File: config.mk
export PLATFORM = sky130hd
export DESIGN_NAME = lector_teclado_flat
export DESIGN_NICKNAME = d
export VERILOG_FILES = /design/src/rtl/lector_teclado_if.sv /design/src/rtl/lector_teclado.sv /design/src/flat_wrapper.sv
export SDC_FILE = /design/constraint.sdc
export NUM_CORES = 1
export LEC_CHECK = 0
export CORE_MARGIN = 10
export CORE_UTILIZATION = 52
export DETAILED_ROUTE_END_ITERATION = 16
export PLACE_DENSITY = 0.75
export REMOVE_ABC_BUFFERS = 1
export SLEW_MARGIN = 20
export SYNTH_ARGS = -nofsm -noshare
export SYNTH_HDL_FRONTEND = slang
export SYNTH_SLANG_ARGS = --single-unit
export TNS_END_PERCENT = 20
File: constraint.sdc
create_clock -name clk -period 3.85 [get_ports clk]
set_input_delay 0.5775 -clock clk [delete_from_list [all_inputs] [get_ports clk]]
set_output_delay 0.5775 -clock clk [all_outputs]
set_load 0.03 [all_outputs]
File: src/rtl/lector_teclado_if.sv
// lector_teclado_if: keypad row/column lines plus the decoded key outputs.
interface lector_teclado_if;
    logic [3:0] filas;
    logic [3:0] columnas;
    logic [3:0] tecla;
    logic       tecla_valida;
    modport master (input filas, output columnas, tecla, tecla_valida);
    modport slave (output filas, input columnas, tecla, tecla_valida);
endinterface

File: src/rtl/lector_teclado.sv
// lector_teclado: 4x4 keypad column scanner with press/release debounce and
// a single-cycle pulse per accepted key.
module lector_teclado #(
    parameter int SCAN_DIV     = 1000,
    parameter int DEBOUNCE_CYC = 200000
) (
    input logic              clk,
    input logic              rst,
    lector_teclado_if.master kp
);
    localparam int DW = $clog2(SCAN_DIV);
    localparam int CW = $clog2(DEBOUNCE_CYC + 1);
    localparam logic [DW-1:0] DIV_LAST = DW'(SCAN_DIV - 1);
    localparam logic [CW-1:0] CNT_MAX = CW'(DEBOUNCE_CYC);
    // Nibble table indexed by {row, column}
    localparam logic [15:0][3:0] KEY_MAP = 64'hDF0E_C987_B654_A321;

    typedef enum logic [1:0] {SCAN, DEBOUNCE, HOLD, RELEASE} state_t;

    state_t        state_q, state_d;
    logic [3:0]    sync1_q, filas_s;
    logic [1:0]    col_q, col_d, row_q, row_d, row_sel;
    logic [DW-1:0] div_q, div_d;
    logic [CW-1:0] cnt_q, cnt_d, cnt_inc;
    logic [3:0]    tecla_q, tecla_d;
    logic          valida_q, valida_d, div_wrap, one_low, row_low;

    assign div_wrap = div_q == DIV_LAST;
    assign one_low  = filas_s inside {4'b1110, 4'b1101, 4'b1011, 4'b0111};
    assign row_sel  = !filas_s[0] ? 2'd0 : !filas_s[1] ? 2'd1 : !filas_s[2] ? 2'd2 : 2'd3;
    assign row_low  = !filas_s[row_q];
    assign cnt_inc  = (cnt_q == CNT_MAX) ? cnt_q : cnt_q + 1'b1;

    always_comb begin
        state_d  = state_q;
        col_d    = col_q;
        div_d    = div_q;
        cnt_d    = cnt_q;
        row_d    = row_q;
        tecla_d  = tecla_q;
        valida_d = 1'b0;
        case (state_q)
            SCAN: begin
                div_d = div_wrap ? '0 : div_q + 1'b1;
                if (div_wrap && one_low) begin
                    row_d   = row_sel;
                    cnt_d   = '0;
                    state_d = DEBOUNCE;
                end else if (div_wrap) begin
                    col_d = col_q + 2'd1;
                end
            end
            DEBOUNCE: begin
                if (cnt_q == CNT_MAX) begin
                    tecla_d  = KEY_MAP[{row_q, col_q}];
                    valida_d = 1'b1;
                    state_d  = HOLD;
                end else if (row_low) begin
                    cnt_d = cnt_inc;
                end else begin
                    state_d = SCAN;
                end
            end
            HOLD: begin
                cnt_d   = row_low ? cnt_q : '0;
                state_d = row_low ? HOLD : RELEASE;
            end
            RELEASE: begin
                cnt_d   = row_low ? '0 : cnt_inc;
                // Back to a fresh scan from column 0 once the release is stable
                if (cnt_q == CNT_MAX) begin
                    state_d = SCAN;
                    col_d   = '0;
                    div_d   = '0;
                end
            end
        endcase
    end

    always_ff @(posedge clk) begin
        if (rst) begin
            sync1_q  <= 4'hF;
            filas_s  <= 4'hF;
            state_q  <= SCAN;
            col_q    <= '0;
            div_q    <= '0;
            cnt_q    <= '0;
            row_q    <= '0;
            tecla_q  <= 4'h0;
            valida_q <= 1'b0;
        end else begin
            sync1_q  <= kp.filas;
            filas_s  <= sync1_q;
            state_q  <= state_d;
            col_q    <= col_d;
            div_q    <= div_d;
            cnt_q    <= cnt_d;
            row_q    <= row_d;
            tecla_q  <= tecla_d;
            valida_q <= valida_d;
        end
    end

    assign kp.columnas     = ~(4'b0001 << col_q);
    assign kp.tecla        = tecla_q;
    assign kp.tecla_valida = valida_q & ~rst;
endmodule
File: src/flat_wrapper.sv
// flat-port wrapper written by rule: the top's interface ports become plain ports
module lector_teclado_flat 
#(
    parameter int SCAN_DIV     = 1000,
    parameter int DEBOUNCE_CYC = 200000
)
  (clk, rst, kp_filas, kp_columnas, kp_tecla, kp_tecla_valida);
  lector_teclado_if kp_i ();
  input logic clk;
  input logic rst;
  input wire logic [$bits(kp_i.filas)-1:0] kp_filas;
  output wire logic [$bits(kp_i.columnas)-1:0] kp_columnas;
  output wire logic [$bits(kp_i.tecla)-1:0] kp_tecla;
  output wire logic [$bits(kp_i.tecla_valida)-1:0] kp_tecla_valida;
  assign kp_i.filas = kp_filas;
  assign kp_columnas = kp_i.columnas;
  assign kp_tecla = kp_i.tecla;
  assign kp_tecla_valida = kp_i.tecla_valida;
  lector_teclado #(.SCAN_DIV(SCAN_DIV), .DEBOUNCE_CYC(DEBOUNCE_CYC)) u_core (.clk(clk), .rst(rst), .kp(kp_i));
endmodule
## Word level (Yosys, flattened, before mapping)

Memory sizes are Yosys's and may differ from the RTL's. A register that Yosys moved wholly into a read port is not among the register bits.
Index checks and enable logic that the tools add are counted.

| cells by class | value |
|---|---|
| bitwise operators | 4 |
| mux-type cells | 25 |
| shift-type cells | 1 |
| reduce and logical (&&, ||, !) cells | 11 |
| add/sub/neg operators | 3 |
| order comparisons | 1 |
| equal/unequal tests | 17 |

Operator list:

| cell | number |
|---|---|
| 18-bit 2-to-1 mux | 6 |
| 18-bit case mux with 4 select lines | 1 |
| 10-bit 2-to-1 mux | 2 |
| 10-bit case mux with 2 select lines | 1 |
| 18-bit by 1-bit adder with 18-bit output (second input constant) | 1 |
| 18-bit equality test (second input constant) | 1 |
| 2-bit 2-to-1 mux | 8 |
| 4-bit equality test (second input constant) | 3 |
| 10-bit by 1-bit adder with 10-bit output (second input constant) | 1 |
| 10-bit equality test (second input constant) | 1 |
| 2-bit by 1-bit inequality test with 1-bit output (second input constant) | 4 |
| 2-bit case mux with 4 select lines | 1 |
| 4-bit AND reduction | 2 |
| 2-bit inequality test (second input constant) | 3 |
| 2-bit AND reduction | 3 |
| 2-bit equality test (second input constant) | 2 |
| 4-bit by 3-bit equality test with 1-bit output (second input constant) | 1 |
| 1-bit 2-to-1 mux | 4 |
| 4-bit NOT | 1 |
| 2-bit case mux with 2 select lines | 1 |
| 4-bit nonzero test | 1 |
| 1-bit by 2-bit left shift with 4-bit output (first input constant) | 1 |
| 2-bit by 3-bit < comparator with 1-bit output (second input constant) | 1 |
| 3-bit by 1-bit inequality test with 1-bit output (second input constant) | 1 |
| other kinds (10) | 11 |

| storage, ports and cells | value |
|---|---|
| memory bits (read-only) | 64 |
| bits in registers | 43 |
| memories | 1 |
| input port bits | 6 |

Memories:

| name | depth | width | rd ports | clocked after Yosys merged registers in | write ports | line | source |
|---|---|---|---|---|---|---|---|
| (name not given) | 16 | 4 | 1 | 1 | 0 | lector_teclado.sv:55 | `tecla_d = KEY_MAP[{row_q, col_q}];` |

## Longest topological paths before layout

| depth | value |
|---|---|
| depth in word-level cells | 5 |
| gate-level depth with buffers | 8 |

## Least setup slack after synthesis

No wires, ideal clock.

| timing | value |
|---|---|
| kind | reg2reg |
| start point | register u_core.state_q[0] |
| end point | register u_core.cnt_q[5] |
| slack | 1.661 ns |
| cell stages (with the launch flop) | 7 |
| data required time | 3.754 ns |
| setup time | 0.096 ns |
| buffers on the path | 1 |
| arrival | 2.093 ns |
| cells stage by stage | dfxtp_1 or2_1 clkbuf_2 or4_4 o21a_4 or3_4 o41ai_2 |

| on the way | value |
|---|---|
| cells in the longest elaborated chain, start to end | 3 |
| elaborated cells on any way between the ends | 10 |

Ends and longest elaborated chain:

| item | line | source |
|---|---|---|
| from (decl) | lector_teclado.sv:20 | `state_t state_q, state_d;` |
| from (signal assigned) | lector_teclado.sv:94 | `state_q <= state_d;` |
| 2-bit by 1-bit equality test with 1-bit output (tied with other cells) | lector_teclado.sv:42 | `case (state_q)` |
| 2-bit inequality test (no line) / 2-bit by 1-bit inequality test with 1-bit output (equally long branches) | - |  |
| 4-bit AND reduction (no line) | - |  |
| to (signal assigned) | lector_teclado.sv:97 | `cnt_q <= cnt_d;` |
| to (decl) | lector_teclado.sv:24 | `logic [CW-1:0] cnt_q, cnt_d, cnt_inc;` |

Parallel ways exist; a longest one is shown, timed or not.
A chain may end at the register's enable or synchronous reset.

## Worst setup path in the final report

| timing | value |
|---|---|
| start point | input rst |
| end point | output kp_tecla_valida |

| on the way | value |
|---|---|
| cells in the longest elaborated chain, start to end | 2 |

Ends and longest elaborated chain:

| item | line | source |
|---|---|---|
| from (decl) | flat_wrapper.sv:10 | `input logic rst;` |
| 1-bit NOT | lector_teclado.sv:106 | `assign kp.tecla_valida = valida_q & ~rst;` |
| 1-bit AND | lector_teclado.sv:106 |  |
| to (decl) | flat_wrapper.sv:14 | `output wire logic [$bits(kp_i.tecla_valida)-1:0] kp_tecla_valida;` |

No other way between the ends.

==> impl_metrics.ini <==
[setup_path]
crit_required_ps = 3270
end_kind = output port
critical_path.cell_chain = clkdlybuf4s50_1 > nor2b_1 > clkdlybuf4s50_1
cp.arrival_ps = 1890
regToRegStartpoint = u_core.state_q[0]
slowest_stage = clkdlybuf4s50_1
ff2ff_path_depth = 5
critPathMostFrequentCell = clkdlybuf4s50_1
endpoint = kp_tecla_valida
max_stage_delay_ps = 700
start_kind = primary input
r2r-end = u_core.cnt_q[15]
critPathLaunch = rst
crit_fanout = 2
crit_type = in -> out
r2r_slack_ps = 1440

[logic_synthesis]
synth_cells = 304
synth-seq-cells = 47
synth_edf_count = 0
yosys_warnings = 0
synth_flop_cell = dfxtp_1
async_flop_share = 0
ys_seq_area_frac = 0.374
postSynthAreaPerCell_um2 = 8.28
syn_area_um2 = 2520
ys_types = 52

[route]
drtIter0Drc = 234
antenna_left = 0
routed_wl_um = 5410
viasPerCell = 5.87
num_vias = 2230
routedWlPerCell_um = 14.2
route.detailed.drc = 0
firstDrtPassIters = 4

[global_routing]
grt_pass1_wl_um = 9430
gr-usage-met1 = 0.196
use_met2 = 0.226
grt_start_max_net_pins = 40
grt_pass1_vias = 2055
met3_usage = 0.0316
antenna_found_initial = 0
grt_usage = 0.144
busiest_layer = met2
overflow = 0

[floorplanning]
die_h_um = 89.6
initial_core_util = 0.533
die_x_um = 89.6
io_pins = 15
core_region_area_um2 = 4720
row_count = 25
design.die.area_um2 = 8020

[finish]
diodes = 0
multi_input_area_um2 = 1470
final-seq-area_um2 = 941
area_growth_pct = 11.6
drive_above_1_share = 0.0927
fin_nets = 328
num-fill-cells = 447
final_cells = 380

[timing]
period_needed_ps = 2470
tightestPinTransition_ps = 968
setup_tns_ps = 0
fmax_mhz = 405
setup_viol = 0
skew_ps = 3.83
hold_viol_final = 0
rsz0062_at_grt = false
fin_ws_ps = 1380
period_share = 0.641
slew_headroom = 0.349
maxSlewViolCount = 0

[power]
ir_worst_vdd_uv = 208
p_leak_nw = 0.934
fin_total_pwr_w = 0.000876
power.density_nw_per_um2 = 312
power_frac_clock = 0.395
internal_power_w = 0.000698
p_comb_frac = 0.038
p_switching_w = 0.000179
p_sw_frac = 0.204
seqPwrFrac = 0.567

[worst_hold_path]
hp-class = reg -> reg
hp-start = u_core.sync1_q[3]

[clock_network]
postCtsSetupBuffers = 0
cts_buffers = 5
clock-sinks = 47
hold_buffers = 0
cts-resized-gates = 0
insertion_delay_ps = 290
h-tree-depth = 2
clkSlewWorstSetupHoldPaths_ps = 80
clockRootBuffer = clkbuf_8
cts_tree = yes
clock_path_buffers = 2

[flow_run]
drv_cap = 0

[placement]
place_congestion = 0.842
dp.cells = 373
io_buffers = 14
dp_slack_ps = 1360
dp_hpwl_um = 3790

[outcome]
outcome = complete, no violations
[logic make-up after synthesis]
kind of cell | synth area share
simple gates | 0.271
compound gates | 0.219
flops | 0.374
buf+inv | 0.0457
fa+ha+maj | 0.0447
mux | 0.0422
xor+xnor | 0.00348
[cell usage after synthesis (all sizes together), types with 9 or more instances]
| cell type | count | area share |
|---|---|---|
| nor2 | 26 | 0.039 |
| ha | 9 | 0.045 |
| or2 | 10 | 0.025 |
| nor3 | 17 | 0.034 |
| a21oi | 23 | 0.046 |
| dfxtp | 47 | 0.37 |
| nand2 | 19 | 0.028 |
| o21ai | 24 | 0.048 |
| clkbuf | 10 | 0.015 |
| nand3 | 12 | 0.024 |
| inv | 13 | 0.019 |
[cells in the final DEF, fill, tap and decap left out, types with 2 or more instances in the layout]
master | Yosys | layout
or2_2 | 9 | 9
o21ai_0 | 23 | 23
nor3_1 | 17 | 17
clkdlybuf4s50_1 | 0 | 14
nand4_1 | 7 | 7
nor4_1 | 6 | 5
or4_1 | 4 | 4
mux4_2 | 2 | 2
a32o_1 | 4 | 4
nor2_1 | 26 | 26
mux2i_1 | 5 | 5
nand2_1 | 19 | 19
ha_1 | 9 | 9
or3_1 | 6 | 6
o211a_1 | 2 | 2
dfxtp_1 | 47 | 47
nand3_1 | 12 | 12
o211ai_1 | 6 | 6
a211oi_1 | 3 | 3
and3_1 | 7 | 7
nand4b_1 | 2 | 2
a21oi_1 | 23 | 23
o41ai_2 | 2 | 2
clkbuf_8 | 0 | 5
a31oi_1 | 5 | 5
nor3b_1 | 2 | 2
inv_1 | 13 | 13
a311oi_1 | 2 | 2
buf_4 | 0 | 3
o31ai_1 | 5 | 5
[how the worst min path moves through the flow]
stage	end	slack, ps	depth (start not counted)
4_1_cts	u_core.filas_s[3]	410	1
5_1_grt	u_core.filas_s[1]	430	1
3_5_place_dp	u_core.filas_s[3]	390	1
3_3_place_gp	u_core.filas_s[3]	390	1
2_1_floorplan	u_core.filas_s[0]	390	1
6_report	u_core.filas_s[3]	410	1
[layout make-up]
class,count,share of cell area
well taps,67,0.0298
flip-flops and latches,47,0.335
multi-input cells,228,0.522
inverters,14,0.0187
clock inverters,1,0.0107
clock buffers,6,0.0258
repair buffers,17,0.0579
[flip-flops by register name, summed over array words and instances (netlist names), named ones only]
signal	cells
u_core.row_q	2
u_core.filas_s	4
u_core.valida_q	1
u_core.cnt_q	18
u_core.div_q	10
u_core.state_q	1
u_core.sync1_q	4
u_core.col_q	2
u_core.kp.tecla	4
[worst max-delay path: cells and delay by family]
kind	cells	cell delay [ps]
buffers and inverters	2	1160
AND/OR/NAND/NOR	1	150
[stage by stage]
step | cell area [um^2] | util | hold slack, ps
after floorplan | 2450 | - | 389
after global placement | 2710 | 0.573 | 390
after detailed placement | 2710 | 0.573 | 393
after CTS | 2810 | 0.595 | 414
after global routing | 2810 | 0.595 | 428
final | 2810 | 0.595 | 413
[power groups by stage]
stage                     registers, W  logic [W]  clock network, W
after global routing          0.000498  0.0000378          0.000380
after CTS                     0.000497  0.0000338          0.000357
final                         0.000497  0.0000334          0.000346
after global placement        0.000508  0.0000331                 0
after floorplan               0.000507  0.0000182                 0
after detailed placement      0.000508  0.0000334                 0
[metal layers]
layer,part of all wire,vias to the layer above
met5,0,-
met1,0.50,1034
met3,0.045,4
met4,0.0057,0
li1,-,1152
met2,0.45,40
No activity file was read; power rests on OpenSTA's default activity.
